## src/rtl/load_store_unit.sv

```systemverilog
// load_store_unit
//
// Memory-side responder for the pipeline's load stall. It takes one load or
// store from EX, runs it on the data-memory req/gnt/rvalid bus, and then
// pulses a completion strobe. Load data is aligned and sign- or zero-extended
// before it is handed back.
//
// Ports
//   clk, rst_n         clock (rising edge), asynchronous active-low reset
//   ex_*_i             request from EX: load/store, size, unsigned, addr, wdata
//   flush_i            aborts a transaction that has not been granted yet
//   data_*             data-memory bus (word-aligned address, byte enables,
//                      lane-replicated write data)
//   load_data_o        formatted load result, held until the next load completes
//   valid_lsu_load_o   one-cycle pulse: load data is valid
//   store_done_o       one-cycle pulse: store acknowledged
//   misaligned_o       one-cycle pulse: misaligned or illegal request rejected
//   busy_o             transaction in flight
//
// state        | meaning
// -------------+---------------------------------------------------
// IDLE         | waiting for a request from EX
// REQ          | data_req_o high, holding the bus outputs until grant
// WAIT_RVALID  | granted; waiting for the memory response

module load_store_unit #(
    parameter int DATA_WIDTH     = 32,
    parameter int MEM_ADDR_WIDTH = 32
) (
    input  logic                      clk,
    input  logic                      rst_n,
    input  logic                      ex_load_i,
    input  logic                      ex_store_i,
    input  logic [1:0]                ex_size_i,
    input  logic                      ex_unsigned_i,
    input  logic [MEM_ADDR_WIDTH-1:0] ex_addr_i,
    input  logic [DATA_WIDTH-1:0]     ex_wdata_i,
    input  logic                      flush_i,
    output logic                      data_req_o,
    input  logic                      data_gnt_i,
    output logic [MEM_ADDR_WIDTH-1:0] data_addr_o,
    output logic                      data_we_o,
    output logic [3:0]                data_be_o,
    output logic [DATA_WIDTH-1:0]     data_wdata_o,
    input  logic                      data_rvalid_i,
    input  logic [DATA_WIDTH-1:0]     data_rdata_i,
    output logic [DATA_WIDTH-1:0]     load_data_o,
    output logic                      valid_lsu_load_o,
    output logic                      store_done_o,
    output logic                      misaligned_o,
    output logic                      busy_o
);

    typedef enum logic [1:0] {
        IDLE        = 2'd0,
        REQ         = 2'd1,
        WAIT_RVALID = 2'd2
    } state_e;

    localparam logic [1:0] SIZE_BYTE = 2'b00;
    localparam logic [1:0] SIZE_HALF = 2'b01;
    localparam logic [1:0] SIZE_WORD = 2'b10;

    state_e                      state_q, state_d;
    logic [MEM_ADDR_WIDTH-3:0]   addr_q;
    logic [1:0]                  offset_q;
    logic                        we_q;
    logic [3:0]                  be_q;
    logic [DATA_WIDTH-1:0]       wdata_q;
    logic [1:0]                  size_q;
    logic                        unsigned_q;
    logic [DATA_WIDTH-1:0]       load_data_q;
    logic                        valid_q;
    logic                        store_done_q;
    logic                        misaligned_q;

    logic                        accept;
    logic                        reject;
    logic                        load_done;
    logic                        store_done;
    logic                        misaligned;
    logic [3:0]                  be_d;
    logic [DATA_WIDTH-1:0]       wdata_d;
    logic [DATA_WIDTH-1:0]       rdata_shifted;
    logic [DATA_WIDTH-1:0]       load_fmt;

    // Request decode: alignment check, byte enables, lane replication
    always_comb begin
        misaligned = 1'b0;
        be_d       = 4'b1111;
        wdata_d    = ex_wdata_i;
        case (ex_size_i)
            SIZE_BYTE: begin
                be_d    = 4'b0001 << ex_addr_i[1:0];
                wdata_d = {4{ex_wdata_i[7:0]}};
            end
            SIZE_HALF: begin
                misaligned = ex_addr_i[0];
                be_d       = 4'b0011 << {ex_addr_i[1], 1'b0};
                wdata_d    = {2{ex_wdata_i[15:0]}};
            end
            SIZE_WORD: begin
                misaligned = |ex_addr_i[1:0];
            end
            default: begin
                misaligned = 1'b1;
            end
        endcase
    end

    // Next-state logic
    always_comb begin
        state_d    = state_q;
        accept     = 1'b0;
        reject     = 1'b0;
        load_done  = 1'b0;
        store_done = 1'b0;
        case (state_q)
            IDLE: begin
                if (ex_load_i || ex_store_i) begin
                    if (misaligned) begin
                        reject = 1'b1;
                    end else begin
                        accept  = 1'b1;
                        state_d = REQ;
                    end
                end
            end
            REQ: begin
                // A grant in the same cycle as a flush wins.
                if (data_gnt_i) begin
                    state_d = WAIT_RVALID;
                end else if (flush_i) begin
                    state_d = IDLE;
                end
            end
            WAIT_RVALID: begin
                if (data_rvalid_i) begin
                    state_d = IDLE;
                    if (we_q) begin
                        store_done = 1'b1;
                    end else begin
                        load_done = 1'b1;
                    end
                end
            end
            default: begin
                state_d = IDLE;
            end
        endcase
    end

    // Load alignment and extension
    always_comb begin
        rdata_shifted = data_rdata_i >> {offset_q, 3'b000};
        load_fmt      = rdata_shifted;
        case (size_q)
            SIZE_BYTE: load_fmt = {{24{~unsigned_q & rdata_shifted[7]}},  rdata_shifted[7:0]};
            SIZE_HALF: load_fmt = {{16{~unsigned_q & rdata_shifted[15]}}, rdata_shifted[15:0]};
            default:   load_fmt = rdata_shifted;
        endcase
    end

    always_ff @(posedge clk or negedge rst_n) begin
        if (!rst_n) begin
            state_q      <= IDLE;
            addr_q       <= '0;
            offset_q     <= '0;
            we_q         <= 1'b0;
            be_q         <= '0;
            wdata_q      <= '0;
            size_q       <= '0;
            unsigned_q   <= 1'b0;
            load_data_q  <= '0;
            valid_q      <= 1'b0;
            store_done_q <= 1'b0;
            misaligned_q <= 1'b0;
        end else begin
            state_q      <= state_d;
            valid_q      <= load_done;
            store_done_q <= store_done;
            misaligned_q <= reject;
            if (accept) begin
                addr_q     <= ex_addr_i[MEM_ADDR_WIDTH-1:2];
                offset_q   <= ex_addr_i[1:0];
                // Load wins when EX raises both strobes.
                we_q       <= ~ex_load_i;
                be_q       <= be_d;
                wdata_q    <= wdata_d;
                size_q     <= ex_size_i;
                unsigned_q <= ex_unsigned_i;
            end
            if (load_done) begin
                load_data_q <= load_fmt;
            end
        end
    end

    assign data_req_o       = (state_q == REQ);
    assign data_addr_o      = {addr_q, 2'b00};
    assign data_we_o        = we_q;
    assign data_be_o        = be_q;
    assign data_wdata_o     = wdata_q;
    assign load_data_o      = load_data_q;
    assign valid_lsu_load_o = valid_q;
    assign store_done_o     = store_done_q;
    assign misaligned_o     = misaligned_q;
    assign busy_o           = (state_q != IDLE);

endmodule

```

## config.mk

```make
export PLATFORM = sky130hd
export DESIGN_NAME = load_store_unit
export DESIGN_NICKNAME = d
export VERILOG_FILES = /design/src/rtl/load_store_unit.sv
export SDC_FILE = /design/constraint.sdc
export NUM_CORES = 1
export LEC_CHECK = 0
export ABC_AREA = 1
export CORE_ASPECT_RATIO = 1.75
export CORE_MARGIN = 2
export CORE_UTILIZATION = 44
export DETAILED_ROUTE_END_ITERATION = 10
export PLACE_DENSITY = 0.81
export SLEW_MARGIN = 10
export SYNTH_ARGS = -nofsm -noshare
export SYNTH_HDL_FRONTEND = slang
export SYNTH_SLANG_ARGS = --single-unit
```

## constraint.sdc

```tcl
create_clock -name clk -period 2.09 [get_ports clk]
set_clock_uncertainty 0.2 [all_clocks]
set_input_delay 0.418 -clock clk [delete_from_list [all_inputs] [get_ports clk]]
set_output_delay 0.418 -clock clk [all_outputs]
set_load 0.01 [all_outputs]
```

**Word level (Yosys, flattened, before mapping)**

Index checks and enable logic that the tools add are counted.

- Multiplexer cells: 22
- Reduce and logical (&&, ||, !) cells: 7
- Shift-type cells: 3
- Bitwise logic cells: 4
- Eq/ne operators: 9

Operators with widths:

| kind | number |
|---|---|
| 32-bit case mux with 2 select lines | 2 |
| 32-bit by 5-bit >> shifter with 32-bit output | 1 |
| 1-bit 2-to-1 mux | 12 |
| 2-bit 2-to-1 mux | 5 |
| 4-bit case mux with 2 select lines | 1 |
| 2-bit by 1-bit == test with 1-bit output (second input constant) | 3 |
| 2-bit zero test | 3 |
| 2-bit inequality test (second input constant) | 3 |
| 2-bit case mux with 3 select lines | 1 |
| 2-bit == test (second input constant) | 2 |
| 4-bit AND reduction | 1 |
| 1-bit by 2-bit << shifter with 4-bit output (first input constant) | 1 |
| 2-bit by 2-bit << shifter with 4-bit output (first input constant) | 1 |
| 3-bit by 2-bit inequality test with 1-bit output (second input constant) | 1 |
| 1-bit case mux with 3 select lines | 1 |
| 1-bit AND | 2 |
| 1-bit inverter | 2 |
| 2-bit nonzero test | 1 |
| 2-bit OR reduction | 1 |
| 1-bit logical OR | 1 |

- Word-level logic and storage cells: 57
- Bits in registers: 109

**Longest topological paths before layout**

- Word-level depth: 5
- Mapped depth: 10

**Worst setup path after synthesis**

Ideal clock, no wire load.

- Path type: input port to flip-flop
- Start point: in ex_size_i[1]
- End point: reg addr_q[28]
- Arrival: 1.365 ns
- Required time: 1.773 ns
- Cell stages on the path: 9
- Buffers on the path: 3
- Setup slack: 0.408 ns
- Cells stage by stage: buf_4 -> nor2_8 -> o21ai_2 -> nor2_4 -> inv_2 -> buf_6 -> buf_4 -> nand2_1 -> nand2_1

- Word-level cells in the longest chain between the ends: 5

Ends and longest elaborated chain:

| what | RTL line | source |
|---|---|---|
| start: declaration | 34 | `input logic [1:0] ex_size_i,` |
| 2-bit == test, or another cell as far along | 92 | `case (ex_size_i)` |
| 1-bit case mux with 3 select lines (*) | 92 |  |
| 1-bit 2-to-1 mux (*) | 121 | `if (misaligned) begin` |
| 1-bit 2-to-1 mux (*) | 120 | `if (ex_load_i \|\| ex_store_i) begin` |
| 1-bit 2-to-1 mux (*) | 118 | `case (state_q)` |
| end signal: assignment | 184 | `addr_q <= ex_addr_i[MEM_ADDR_WIDTH-1:2];` |
| end: declaration | 65 | `logic [MEM_ADDR_WIDTH-3:0] addr_q;` |

Every way passes the cells marked *; elsewhere a longest branch is shown, timed or not.
A chain may end at the register's enable or synchronous reset.

**Worst setup path in the final report**

- Start point: reg wdata_q[1], in the netlist data_wdata_o[1]
- End point: out data_wdata_o[1]

RTL lines:

| what | RTL line | source |
|---|---|---|
| start: declaration | 69 | `logic [DATA_WIDTH-1:0] wdata_q;` |
| start signal: assignment | 189 | `wdata_q <= wdata_d;` |
| end: declaration | 44 | `output logic [DATA_WIDTH-1:0] data_wdata_o,` |

No word-level cell between the ends.

==> results.md <==
* Commonest cells post-synth: nand2_1 (298), dfrtp_1 (109), nand3_1 (51)
* IO Pins at 212
* Leakage at slightly below 4 nW
* Rows at 52
* Hold Startpoint: addr_q[0]
* Placeable Area at around 12000 µm²
* Met3 Use GR at 4.329%
* Crit-path leading delay family: buffers and inverters
* Setup slack after layout at 0.1833 ns
* Avg Inst Size Synth at 7.749 µm²
* Final Hold Violating Endpoints at 0
* Global routing usage on met2 at between 40% and 50%
* Number of global-route vias before repair at about 5000
* Asr flop ratio synth at 100.0%
* Max-cap violations at 0
* Post-Route WL at ~16 mm
* Max stage delay on crit path at 0.60 ns
* Busiest grt layer: met2
* Die Area at ~13000 µm²
* Post-synth top area share at between 50% and 60%
* Ant diodes at 0
* HPWL reported at the end of detailed placement at between 10 and 15 mm
* CTS max path bufs at 2
* 1st-pass router iterations at 5
* Vias per inst at roughly 4.9
* Status: complete, no violations
* Pin count of the biggest net entering global routing at between 40 and 50
* Fin. max-slew vios at 0
* Synth area leaders: dfrtp_1 (52%), nand2_1 (21%), nand3_1 (4.9%)
* Place WS at -0.07944 ns
* Period utilization at about nine tenths
* Critical Path Start Type: flop
* # fillers at between 1000 and 1500
* Placed Cells at between 1000 and 1500
* Max Freq at between 500 and 600 MHz
* Die height at between 100 and 150 µm
* Routed WL per cell at 15.23 µm
* DR DRC count at 0
* IO buf count at roughly 210
* WP data arrival at ~1.3 ns
* Gpl congestion at 0.9235
* Worst path bufs/invs at 1
* Max H-tree Level at 3
* R2r startpoint: offset_q[0]
* Register area share after synthesis at about half
* Setup TNS at 0 ns
* Area Overhead vs Synth at 49.70%
* Reg2Reg Setup Slack at roughly 0.22 ns
* Post-route design area at between 7000 and 8000 µm²
* CTS tree: yes
* Layout cell share with drive strength beyond 1 at 9.183%
* Worst-skew pair later-pin latency at between 0.3 and 0.4 ns
* Final ANT Viol Nets at 0
* Placed Area at about 7600 µm²
* Multi-input logic area at around 2200 µm²
* Req. time, crit path at 1.47 ns
* Setup bufs post-CTS at 0
* CP max-delay cell: clkdlybuf4s50_1
* Crit. End Element: primary output
* Clk root buf: clkbuf_16
* Unrepaired setup endpoints after global routing: no
* Reg clk slew, reported paths at roughly 0.070 ns
* Hold Crit Class: flop to flop
* Mapped cell area at about 5300 µm²
* Global-route wire length before repair at 24.45 mm
* Hold Path End: addr_q[0]
* Max VDD drop at ~0.00054 V
* Fin crit period at 1.907 ns
* DRT iter0 DRCs at around 320
* R2r worst-path depth at 9
* Mapped Cells at 678
* Clock sinks at around 110
* Grt ovf at 0
* FF+latch area at 2728 µm²
* Area leader, netlist: dfrtp_1
* Main synth FF type: dfrtp_1
* Cell with the most instances after synthesis: nand2_1
* Number of synthesized flops with an enable pin at 0
* #FFs+latches synth at roughly 110
* Count of non-filler cells in the finished layout at slightly above 1000
* Hold path depth at 2
* Initial antenna violation count at 0
* Crit Path Class: flop to primary output
* Synth cell types at 26
* CP Cell Sequence: clkdlybuf4s50_1
* Ys Warns at 0
* Global routing usage on met1 at approximately 28%
* Via count at about 5100
* Layout Nets at between 900 and 1000
* Tot GR Track Use at 24.55%
* Setup violators final at 0
* CTS Buf Count at 9
* RR Endpoint: load_data_o[13]
* Die Wd at approximately 87 µm
* Power density over the cells at 1176 nW/µm²
* Initial Util at 45.37%
* Crit Path Max Fanout at 2
==> placed cells by master (no fill, tap or decap), drive strengths merged <==
master and count:
clkbuf 10, clkinv 1, clkinvlp 3, dfrtp 109
nor3 1, nand2 298, conb 2, inv 46
o21ai 31, or2 31, clkdlybuf4s50 206, nand3 52
a211oi 2, dlygate4sd3 1, buf 29, dlygate4sd2 2
o211ai 15, nor2 26, a21oi 27, o41ai 1
==> metal layers <==
layer	part of all wire (%)	vias to the layer above
met2	53	193
li1	-	2531
met5	0	-
met1	36	2309
met4	5.2	0
met3	5.5	43
==> sequential cells by signal (all words and copies together), names as in the netlist <==
| signal | flops |
|---|---|
| data_be_o | 4 |
| valid_lsu_load_o | 1 |
| unsigned_q | 1 |
| data_wdata_o | 32 |
| load_data_o | 32 |
| state_q | 2 |
| store_done_o | 1 |
| size_q | 2 |
| misaligned_o | 1 |
| offset_q | 2 |
| data_we_o | 1 |
| addr_q | 30 |
==> final cells by class <==
class                      count  area share (%)
clock buffer                  10           2.911
multi-input combinational    486           27.36
tap                          135           2.148
sequential                   109           34.68
clock inverter                 5          0.4613
timing repair buffer         238           30.29
inverter                      45           2.148
==> how the worst max path moves through the flow <==
stage	end	from	cells after the start
2_1_floorplan	addr_q[28]	ex_size_i[1]	9
6_report	data_wdata_o[1]	data_wdata_o[1]	1
4_1_cts	busy_o	state_q[1]	3
5_1_grt	load_data_o[13]	offset_q[0]	9
3_3_place_gp	data_be_o[0]	ex_size_i[0]	8
3_5_place_dp	data_be_o[2]	ex_size_i[0]	8
==> tightest hold or removal path: cells and delay by family (launching register included) <==
kind          cells  cell delay [ns]
flops             1             0.34
simple gates      2             0.10
==> metrics by stage <==
stage | hold slack, ns | util [%] | power (W)
after floorplan | -0.07759 | - | 0.005311
after global placement | 0.1778 | 65.49 | 0.007657
after detailed placement | 0.1791 | 65.49 | 0.007737
after CTS | 0.2752 | 67.91 | 0.009336
after global routing | 0.2948 | 67.91 | 0.009861
final | 0.2710 | 67.91 | 0.009248
==> kinds of logic (layout without fill, tap and decap cells) <==
group / after synthesis / in the layout / share of synthesized area [%]
and+or+nand+nor: 408 / 408 / 32.48
DFF: 109 / 109 / 51.92
buffers and inverters: 84 / 298 / 7.335
AOI/OAI and AO/OA: 76 / 76 / 8.192
other: 1 / 2 / 0.07138
==> where the power goes <==
| group | internal, W | leakage (nW) | switching [W] |
|---|---|---|---|
| Clock | 0.000806 | 0.121 | 0.000764 |
| Combinational | 0.00227 | 2.42 | 0.00201 |
| Sequential | 0.00292 | 1.34 | 0.000474 |
==> what timing repair did <==
item | CTS | global route
endpoints found under the hold margin | 23 | 0
resized for setup | 4 | 0
setup endpoints to repair | 2 | 0
hold buffers | 1 | 0
No activity file was read; power rests on OpenSTA's default activity.
